File: config.mk
export PLATFORM = sky130hd
export DESIGN_NAME = idex_hazard_ctrl_flat
export DESIGN_NICKNAME = d
export VERILOG_FILES = /design/src/rtl/idex_hazard_if.sv /design/src/rtl/idex_hazard_ctrl.sv /design/src/flat_wrapper.sv
export SDC_FILE = /design/constraint.sdc
export NUM_CORES = 1
export LEC_CHECK = 0
export BUFFER_PORTS_ARGS = -buffer_cell sky130_fd_sc_hd__buf_2
export CAP_MARGIN = 10
export CORE_MARGIN = 2
export CORE_UTILIZATION = 37
export CTS_BUF_LIST = sky130_fd_sc_hd__clkbuf_4 sky130_fd_sc_hd__clkbuf_8 sky130_fd_sc_hd__clkbuf_16
export CTS_CLUSTER_DIAMETER = 30
export DETAILED_ROUTE_END_ITERATION = 10
export GPL_TIMING_DRIVEN = 0
export PLACE_DENSITY = 0.77
export SYNTH_ARGS = -nofsm -noshare
export SYNTH_HDL_FRONTEND = slang
export SYNTH_SLANG_ARGS = --single-unit
File: constraint.sdc
create_clock -name clk -period 2.3 [get_ports clk]
set_clock_uncertainty 0.05 [all_clocks]
set_input_delay 0.46 -clock clk [delete_from_list [all_inputs] [get_ports clk]]
set_output_delay 0.46 -clock clk [all_outputs]
set_load 0.03 [all_outputs]
File: src/rtl/idex_hazard_if.sv
// Signal bundle between the ID/EX pipeline datapath and the hazard controller.
// slave = hazard controller, master = pipeline side.
interface idex_hazard_if #(
   parameter int CNT_W = 16
);
   logic             idex_mem_read;
   logic [4:0]       idex_rt;
   logic             idex_branch;
   logic             ex_zero;
   logic [4:0]       id_rs;
   logic [4:0]       id_rt;
   logic             id_uses_rt;
   logic             pc_write;
   logic             ifid_write;
   logic             ifid_flush;
   logic             idex_bubble;
   logic [CNT_W-1:0] stall_count;
   logic [CNT_W-1:0] flush_count;

   modport master (
      output idex_mem_read, idex_rt, idex_branch, ex_zero, id_rs, id_rt, id_uses_rt,
      input  pc_write, ifid_write, ifid_flush, idex_bubble, stall_count, flush_count
   );

   modport slave (
      input  idex_mem_read, idex_rt, idex_branch, ex_zero, id_rs, id_rt, id_uses_rt,
      output pc_write, ifid_write, ifid_flush, idex_bubble, stall_count, flush_count
   );
endinterface

File: src/rtl/idex_hazard_ctrl.sv
// Load-use stall / taken-branch flush controller for the ID/EX register.
// Define HAZARD_PERF_CNT_EN to build the saturating stall/flush counters.
module idex_hazard_ctrl #(
   parameter int FLUSH_CYCLES = 2,
   parameter int CNT_W        = 16
) (
   input  logic          clk,
   input  logic          reset,
   idex_hazard_if.slave  hz
);
   typedef enum logic [1:0] {
      ST_RUN   = 2'd0,
      ST_STALL = 2'd1,
      ST_FLUSH = 2'd2
   } state_t;

   localparam logic [2:0] FC_INIT = 3'(FLUSH_CYCLES - 1);

   state_t     r_state;
   logic [2:0] r_fcnt;

   logic w_taken;
   logic w_lu_hit;
   logic w_flush_evt;
   logic w_stall_evt;

   assign w_taken  = hz.idex_branch & hz.ex_zero;
   assign w_lu_hit = hz.idex_mem_read & (hz.idex_rt != 5'd0) &
                     ((hz.idex_rt == hz.id_rs) | (hz.id_uses_rt & (hz.idex_rt == hz.id_rt)));

   // FLUSH ignores both causes: the controls they would act on are already bubbles
   assign w_flush_evt = w_taken & (r_state != ST_FLUSH);
   assign w_stall_evt = w_lu_hit & ~w_taken & (r_state == ST_RUN);

   // Hazard responses, combinational so they act in the same cycle as their cause
   always_comb begin
      hz.pc_write    = 1'b1;
      hz.ifid_write  = 1'b1;
      hz.ifid_flush  = 1'b0;
      hz.idex_bubble = 1'b0;
      if (reset) begin
         hz.pc_write    = 1'b0;
         hz.ifid_write  = 1'b0;
         hz.ifid_flush  = 1'b1;
         hz.idex_bubble = 1'b1;
      end else if ((r_state == ST_FLUSH) || w_flush_evt) begin
         hz.ifid_flush  = 1'b1;
         hz.idex_bubble = 1'b1;
      end else if (w_stall_evt) begin
         hz.pc_write    = 1'b0;
         hz.ifid_write  = 1'b0;
         hz.idex_bubble = 1'b1;
      end else begin
         hz.pc_write    = 1'b1;
      end
   end

   // State machine and flush down-counter
   always_ff @(posedge clk) begin
      if (reset) begin
         r_state <= ST_RUN;
         r_fcnt  <= 3'd0;
      end else begin
         case (r_state)
            ST_RUN, ST_STALL: begin
               if (w_flush_evt) begin
                  if (FLUSH_CYCLES > 1) begin
                     r_state <= ST_FLUSH;
                     r_fcnt  <= FC_INIT;
                  end else begin
                     r_state <= ST_RUN;
                     r_fcnt  <= 3'd0;
                  end
               end else if (w_stall_evt) begin
                  r_state <= ST_STALL;
               end else begin
                  r_state <= ST_RUN;
               end
            end
            ST_FLUSH: begin
               r_fcnt <= r_fcnt - 3'd1;
               if (r_fcnt <= 3'd1) begin
                  r_state <= ST_RUN;
               end else begin
                  r_state <= ST_FLUSH;
               end
            end
            default: begin
               r_state <= ST_RUN;
               r_fcnt  <= 3'd0;
            end
         endcase
      end
   end

`ifdef HAZARD_PERF_CNT_EN
   logic [CNT_W-1:0] r_stall_cnt;
   logic [CNT_W-1:0] r_flush_cnt;

   // Saturating performance counters
   always_ff @(posedge clk) begin
      if (reset) begin
         r_stall_cnt <= '0;
         r_flush_cnt <= '0;
      end else begin
         if (w_stall_evt && (r_stall_cnt != {CNT_W{1'b1}})) begin
            r_stall_cnt <= r_stall_cnt + CNT_W'(1);
         end
         if (w_flush_evt && (r_flush_cnt != {CNT_W{1'b1}})) begin
            r_flush_cnt <= r_flush_cnt + CNT_W'(1);
         end
      end
   end

   assign hz.stall_count = r_stall_cnt;
   assign hz.flush_count = r_flush_cnt;
`else
   assign hz.stall_count = {CNT_W{1'b0}};
   assign hz.flush_count = {CNT_W{1'b0}};
`endif

endmodule

File: src/flat_wrapper.sv
// flat-port wrapper written by rule: the top's interface ports become plain ports
module idex_hazard_ctrl_flat 
#(
   parameter int FLUSH_CYCLES = 2,
   parameter int CNT_W        = 16
)
  (clk, reset, hz_idex_mem_read, hz_idex_rt, hz_idex_branch, hz_ex_zero, hz_id_rs, hz_id_rt, hz_id_uses_rt, hz_pc_write, hz_ifid_write, hz_ifid_flush, hz_idex_bubble, hz_stall_count, hz_flush_count);
  idex_hazard_if #(.CNT_W(CNT_W)) hz_i ();
  input  logic clk;
  input  logic reset;
  input wire logic [$bits(hz_i.idex_mem_read)-1:0] hz_idex_mem_read;
  input wire logic [$bits(hz_i.idex_rt)-1:0] hz_idex_rt;
  input wire logic [$bits(hz_i.idex_branch)-1:0] hz_idex_branch;
  input wire logic [$bits(hz_i.ex_zero)-1:0] hz_ex_zero;
  input wire logic [$bits(hz_i.id_rs)-1:0] hz_id_rs;
  input wire logic [$bits(hz_i.id_rt)-1:0] hz_id_rt;
  input wire logic [$bits(hz_i.id_uses_rt)-1:0] hz_id_uses_rt;
  output wire logic [$bits(hz_i.pc_write)-1:0] hz_pc_write;
  output wire logic [$bits(hz_i.ifid_write)-1:0] hz_ifid_write;
  output wire logic [$bits(hz_i.ifid_flush)-1:0] hz_ifid_flush;
  output wire logic [$bits(hz_i.idex_bubble)-1:0] hz_idex_bubble;
  output wire logic [$bits(hz_i.stall_count)-1:0] hz_stall_count;
  output wire logic [$bits(hz_i.flush_count)-1:0] hz_flush_count;
  assign hz_i.idex_mem_read = hz_idex_mem_read;
  assign hz_i.idex_rt = hz_idex_rt;
  assign hz_i.idex_branch = hz_idex_branch;
  assign hz_i.ex_zero = hz_ex_zero;
  assign hz_i.id_rs = hz_id_rs;
  assign hz_i.id_rt = hz_id_rt;
  assign hz_i.id_uses_rt = hz_id_uses_rt;
  assign hz_pc_write = hz_i.pc_write;
  assign hz_ifid_write = hz_i.ifid_write;
  assign hz_ifid_flush = hz_i.ifid_flush;
  assign hz_idex_bubble = hz_i.idex_bubble;
  assign hz_stall_count = hz_i.stall_count;
  assign hz_flush_count = hz_i.flush_count;
  idex_hazard_ctrl #(.FLUSH_CYCLES(FLUSH_CYCLES), .CNT_W(CNT_W)) u_core (.clk(clk), .reset(reset), .hz(hz_i));
endmodule
-- Word level (Yosys, flattened, before mapping)
Index checks and enable logic that the tools add are counted.
Widths: inputs -> output; s select.
- bits in writable memories: 0
- word-level logic and storage cells: 37
- memories: 0
- latch bits: 0
- register bits: 5
- memory bits (read-only): 0
- output and inout bits: 36
- shifts and indexed selects: 0
- reduce and logical (&&, ||, !) cells: 4
- mux-type cells: 14
- multipliers: 0
- eq/ne operators: 6
- order comparisons: 1
- bitwise operators: 9
- div/mod/pow operators: 0
- add/subtract/negate cells: 1
- operators with widths (operator ; count):
    $eq 5x5->1 ; 2
    $mux 1 ; 9
    $and 1x1->1 ; 7
    $pmux 3 s2 ; 1
    $reduce_bool 5->1 ; 1
    $mux 2 ; 2
    $pmux 2 s2 ; 1
    $le 3x1->1 const B ; 1
    $mux 3 ; 1
    $sub 3x1->3 const B ; 1
    $eq 2x1->1 const B ; 1
    $eq 2x2->1 const B ; 1
    $logic_not 2->1 ; 1
    $ne 2x1->1 const B ; 1
    $ne 2x2->1 const B ; 1
    $reduce_or 2->1 ; 1
    $logic_or 1x1->1 ; 1
    $not 1->1 ; 1
    $or 1x1->1 ; 1

-- Longest topological paths before layout
Gate-level depths: netlist (run 1).
- depth after elaboration: 9
- gate-level depth with buffers: 6
- depth with buffers taken out: 6

-- Worst setup path before layout (run 1)
No wires, ideal clock.
- path type: input -> output
- from: input port hz_idex_rt[0]
- to: output port hz_pc_write
- setup slack: 51 ps
- buffers on the path: 1
- arrival time: 1739 ps
- data required time: 1790 ps
- stages on the path: 4
- cells stage by stage: or4_4 o2111ai_2 o21ba_1 buf_4
- cells in the longest elaborated chain, start to end: 9
- elaborated cells between the ends (all ways): 12
- those cells by class: eq/ne (2); mux (3); bitwise (6); reduce/logical (1)
- RTL lines (item ; line ; source):
    start, declared ; flat_wrapper.sv:12 ; input wire logic [$bits(hz_i.idex_rt)-1:0] hz_idex_rt;
    $eq 5x5->1 ; idex_hazard_ctrl.sv:29 ; ((hz.idex_rt == hz.id_rs) | (hz.id_uses_rt & (hz.idex_rt == hz.id_rt)));
    $and 1x1->1 ; idex_hazard_ctrl.sv:29 ;
    $or 1x1->1 ; idex_hazard_ctrl.sv:29 ;
    $and 1x1->1 * ; idex_hazard_ctrl.sv:28 ; assign w_lu_hit = hz.idex_mem_read & (hz.idex_rt != 5'd0) &
    $and 1x1->1 * (2 in series) ; idex_hazard_ctrl.sv:33 ; assign w_stall_evt = w_lu_hit & ~w_taken & (r_state == ST_RUN);
    $mux 1 * (3 in series) ; n/a ;
    end, declared ; flat_wrapper.sv:18 ; output wire logic [$bits(hz_i.pc_write)-1:0] hz_pc_write;
Mark *: on every way between the ends. The rest lies on a longest branch, timed or not.

-- Worst setup path in the final report (run 1)
- from: input port hz_idex_rt[4]
- to: output port hz_pc_write
- cells in the longest elaborated chain, start to end: 9
- elaborated cells between the ends (all ways): 12
- those cells by class: eq/ne (2); mux (3); bitwise (6); reduce/logical (1)
- RTL lines (item ; line ; source):
    $eq 5x5->1 ; idex_hazard_ctrl.sv:29 ;
    $and 1x1->1 ; idex_hazard_ctrl.sv:29 ;
    $or 1x1->1 ; idex_hazard_ctrl.sv:29 ;
    $and 1x1->1 * ; idex_hazard_ctrl.sv:28 ;
    $and 1x1->1 * (2 in series) ; idex_hazard_ctrl.sv:33 ;
    $mux 1 * ; idex_hazard_ctrl.sv:49 ; end else if (w_stall_evt) begin
    $mux 1 * ; idex_hazard_ctrl.sv:46 ; end else if ((r_state == ST_FLUSH) || w_flush_evt) begin
    $mux 1 * ; idex_hazard_ctrl.sv:41 ; if (reset) begin
Marks and branches as above.

==> out/results.ini, run 1 <==
[global_routing]
grt_use_total_pct = 11.56
grt_pass1_vias = 461
grt.overflow.total = 0
grt_max_degree = 8
grt_first_pass_wirelength_um = 1738
antenna_found_initial = 0

[power_and_ir_drop]
ir_drop_mv = 0.2691
pwr_density_cell_nw_per_um2 = 422.0
power.leakage_nw = 0.5636
finalPower_mw = 0.4172

[critical_path]
r2r_cells = 4
crit_chain = buf_2, xor2_1, nor4_2, a32oi_2, o21ba_4, buf_4, buf_4
arrival_ns = 1.76
path_max_fanout = 3
crit_path_max_incr_delay_ns = 0.31
r2r_setup_slack_ns = 0.99
r2r_start = u_core.r_state[1]$_SDFF_PP0_
r2r-end = u_core.r_state[0]$_SDFF_PP0_
cp-start-kind = primary input
critical_path.endpoint = hz_pc_write
crit_start = hz_idex_rt[4]
cp_slowest_cell = nor4_2
path_common_cell = buf_4
path_class = primary input to output port
worst_setup_path_end_kind = output port
cp.required_ns = 1.79

[outcome]
status = completed

[synth]
ys_ff_latch = 5
syn_inst = 84
ys_warn_count = 0
seq_area_frac_synth_pct = 15.36
synth_edf_count = 0
syn_avg_cell_area_um2 = 7.760
ys_types = 23
ys.flop_type = dfxtp_1
synth_area_um2 = 651.9
async_flop_share_pct = 0

[route]
routed_via_density = 3.623
antenna_left = 0
drc = 0
vias = 587
drt_iter0_drc = 2
drt_wl_total_um = 1364
drtPass1Iterations = 2
wl_per_cell_um = 8.420

[floorplanning]
dieArea_um2 = 2114
fp.dieH_um = 45.98
start_util_pct = 38.59
rows = 15
io_pins = 57
die_x_um = 45.98
core-area_um2 = 1689

[clock_tree]
path_clk_slew_ns = 0.04
clockBufferDepth = 2
cts.sinks = 5
cts_max_level = 1
tritoncts = done
cts_buffers = 3
clock_latency_ns = 0.23
root_buffer = clkbuf_4
cts-hold-fix-buffers = 0

[finish]
layout.cells.non_filler = 162
final_core_util_pct = 58.52
areaGrowthSynthToFinish_pct = 51.63
final_area_um2 = 988.4
fillCellCount = 158
nNetsFinal = 169
antenna_cells = 0
drive_gt1_share_pct = 46.90

[sta]
setup_slack_ns = 0.03332
min_period_over_period_pct = 98.55
clock.fmax_ghz = 0.4412
post-route-min-period_ns = 2.267
drv_slew = 0
timing_hold_violations_final = 0
whs_ns = 0.4244
tns_ns = 0
setup_viol = 0

[placement]
dpl_cell_area_um2 = 909.6
dp.cells = 156
post-place-ws_ns = 0.01003
numPortBuffers = 24
place.gp.congestion = 0.6644
dpl.hpwl_um = 1136

[hold_path]
min_path_type = primary input to flip-flop

[job]
drv_cap = 0

synth_stat cells, types with 2 or more instances:
library cell | number | share of area [%]
buf_4 | 33 | 38
xor2_1 | 9 | 12
nor2_1 | 7 | 4.0
a21oi_1 | 5 | 3.8
dfxtp_1 | 5 | 15
inv_1 | 4 | 2.3
ha_1 | 2 | 3.8
nand2_1 | 2 | 1.2
nor3_1 | 2 | 1.5
o21bai_1 | 2 | 2.3
state kept, by name, summed over array words and instances (netlist names):
signal / count
u_core.r_state: 2
u_core.r_fcnt: 3
report_power, final:
part	internal, mW	switching (mW)
Combinational	0.0828	0.128
Clock	0.0771	0.0326
Sequential	0.0919	0.00434
how the worst min path moves through the flow:
stage	from	to	slack [ns]	cells past startpoint
floorplan	u_core.r_fcnt[2]$_SDFFE_PP0P_	u_core.r_fcnt[2]$_SDFFE_PP0P_	0.40	2
global placement	u_core.r_fcnt[2]$_SDFFE_PP0P_	u_core.r_fcnt[2]$_SDFFE_PP0P_	0.42	2
detailed placement	u_core.r_fcnt[2]$_SDFFE_PP0P_	u_core.r_fcnt[2]$_SDFFE_PP0P_	0.44	2
CTS	reset	u_core.r_fcnt[0]$_SDFFE_PP0P_	0.42	2
global route	reset	u_core.r_fcnt[2]$_SDFFE_PP0P_	0.45	2
finish	reset	u_core.r_fcnt[0]$_SDFFE_PP0P_	0.42	2
kinds of logic after synthesis:
family,count (synthesis),synth area share [%]
AOI/OAI and AO/OA,13,14.39
xor gates and xnor gates,10,13.44
adders and majority gates,2,3.838
buffers and inverters,37,40.31
DFF,5,15.36
other,1,0.5753
and+or+nand+nor,16,12.09
cell usage in the layout, fill, tap and decap left out:
cell        n
xnor2_1     1
o2111ai_4   1
clkbuf_4    4
nor2b_1     1
nor2_1      7
or4_4       1
o21bai_1    2
ha_1        2
o21ai_1     1
nand3_1     1
a21oi_1     5
nor3_1      2
a32oi_2     1
buf_4      36
o21ba_4     1
buf_2      23
nand2_1     2
nor4_2      1
nand2b_1    1
xor2_1      9
a211oi_1    1
o21a_1      1
conb_1     32
dfxtp_1     5
inv_1       4
layer usage:
metal	vias to the layer above	global-route usage (%)	routed length, um
met4	0	5.714	12
met1	229	8.491	473
met3	2	4.365	100
met2	24	24.17	777
li1	332	-	-
met5	-	0	0
cell type report:
class | count | area [um2] | share of cell area (%)
multi-input cells | 73 | 436.7 | 44.18
clock buffers | 4 | 30.03 | 3.038
plain buffers | 33 | 247.7 | 25.06
well taps | 17 | 21.27 | 2.152
flip-flops and latches | 5 | 100.1 | 10.13
repair buffers | 26 | 137.6 | 13.92
inverters | 4 | 15.01 | 1.519
critical path: cells and delay by family:
family,cells,cell delay [ns]
xor gates and xnor gates,1,0.17
and+or+nand+nor,1,0.31
AOI/OAI and AO/OA,2,0.42
buffers and inverters,3,0.39
what timing repair did:
| item | in CTS | in global routing |
|---|---|---|
| resized for setup | 0 | 6 |
| setup buffers | 0 | 2 |
| setup endpoints to repair | 0 | 1 |
(Power assumes the default switching activity.)
==> inputs of run 2 (changes only) <==
--- a/config.mk
+++ b/config.mk
@@ -13,6 +13,7 @@
 export CTS_CLUSTER_DIAMETER = 30
 export DETAILED_ROUTE_END_ITERATION = 10
 export GPL_TIMING_DRIVEN = 0
+export MAX_ROUTING_LAYER = met4
 export PLACE_DENSITY = 0.77
 export SYNTH_ARGS = -nofsm -noshare
 export SYNTH_HDL_FRONTEND = slang
==> out/results.ini, run 2 (synthesis results as in run 1) <==
[power_and_ir_drop]
pwr_density_cell_nw_per_um2 = 422.3
ir_drop_mv = 0.2714
clkPwrFrac_pct = 26.3
intPower_mw = 0.2518
power_switching_share_pct = 39.67
power.leakage_nw = 0.5636
pwr-share-seq_pct = 23.0
finalPower_mw = 0.4174
pwr-share-comb_pct = 50.6
power.switching_mw = 0.1656

[finish]
layout.cells.non_filler = 162
final_common_cell = buf_4
top_regs = u_core.r_fcnt (3), u_core.r_state (2)
drive_gt1_share_pct = 46.90
top_register = u_core.r_fcnt
antenna_cells = 0
mostFrequentLayoutCells = 36 x buf_4, 32 x conb_1, 23 x buf_2
largest_reg_flops = 3
nNetsFinal = 169
areaGrowthSynthToFinish_pct = 51.63
final_core_util_pct = 58.52

[critical_path]
worst_setup_path_end_kind = output port
path_max_fanout = 3
arrival_ns = 1.76
path_class = primary input to output port
cp.required_ns = 1.79
cp-start-kind = primary input

[sta]
clock.fmax_ghz = 0.4412
min_period_over_period_pct = 98.55
setup_viol = 0
post-route-min-period_ns = 2.267
timing_hold_violations_final = 0
setup_slack_ns = 0.03332
drv_slew = 0
whs_ns = 0.4230

[route]
drtPass1Iterations = 2
antenna_left = 0
vias = 593
routed_via_density = 3.660
drt_iter0_drc = 2
wl_per_cell_um = 8.407
drc = 0
drt_wl_total_um = 1362

[clock_tree]
cts_buffers = 3
path_clk_slew_ns = 0.04
cts_max_level = 1
root_buffer = clkbuf_4
tritoncts = done
clock_latency_ns = 0.24
cts.sinks = 5
cts-hold-fix-buffers = 0
clockBufferDepth = 2

[global_routing]
grt_pass1_vias = 460
grt_max_degree = 8
grt_use_total_pct = 11.89
grt_first_pass_wirelength_um = 1738
grt.overflow.total = 0
antenna_found_initial = 0

[outcome]
status = completed

[placement]
dpl.hpwl_um = 1136
post-place-ws_ns = 0.01003
place.gp.congestion = 0.6709
dp.cells = 156
numPortBuffers = 24

[floorplanning]
rows = 15
dieArea_um2 = 2114
start_util_pct = 38.59
io_pins = 57
die_x_um = 45.98
fp.dieH_um = 45.98
core-area_um2 = 1689

[job]
drv_cap = 0

[hold_path]
min_path_type = primary input to flip-flop

run 2: cell counts in the layout (fill, tap and decap cells not counted):
No cell type changed its count.
run 2: final timing paths:
path	from	endpoint	slack (ns)	depth (start not counted)
hold / removal	reset	u_core.r_fcnt[0]$_SDFFE_PP0P_	0.42	2
setup reg to reg	u_core.r_state[1]$_SDFF_PP0_	u_core.r_state[0]$_SDFF_PP0_	0.99	4
hold reg to reg	u_core.r_fcnt[2]$_SDFFE_PP0P_	u_core.r_fcnt[2]$_SDFFE_PP0P_	0.45	2
setup / recovery	hz_idex_rt[4]	hz_pc_write	0.03	7
run 2: per-stage QoR:
step	instance area [um2]	TNS, ns
6_report	988.4	0
5_1_grt	988.4	-0.01103
4_1_cts	939.7	0
3_5_place_dp	909.6	0
3_3_place_gp	909.6	0
2_1_floorplan	768.2	0
run 2: cell type report:
type,count,area (um2)
timing repair buffer,26,137.6
sequential,5,100.1
multi-input combinational,73,436.7
buffer,33,247.7
tap,17,21.27
inverter,4,15.01
fill,158,700.7
clock buffer,4,30.03
run 2: timing repair:
| action | 4_1_cts | 5_1_grt |
|---|---|---|
| endpoints found under the hold margin | 0 | 0 |
| resized for setup | 0 | 6 |
| setup endpoints to repair | 0 | 1 |
| buffers inserted | 0 | 2 |
run 2: routing by layer:
metal	GRT usage, %	part of all wire (%)
met4	5.714	1.8
met2	24.17	56
met5	-	0
met1	8.491	34
met3	4.365	7.9
run 2: power by group through the flow:
stage          Sequential [mW]  Combinational [mW]  Clock, mW
2_1_floorplan           0.0967               0.161          0
3_3_place_gp            0.0973               0.193          0
3_5_place_dp            0.0976               0.196          0
4_1_cts                 0.0961               0.197      0.114
5_1_grt                 0.0966               0.227      0.118
6_report                0.0962               0.211      0.110
run 2: worst max-delay path, stage by stage:
cell and delay, ns:
buf_2 0.12, xor2_1 0.17, nor4_2 0.31, a32oi_2 0.18
o21ba_4 0.24, buf_4 0.12, buf_4 0.15
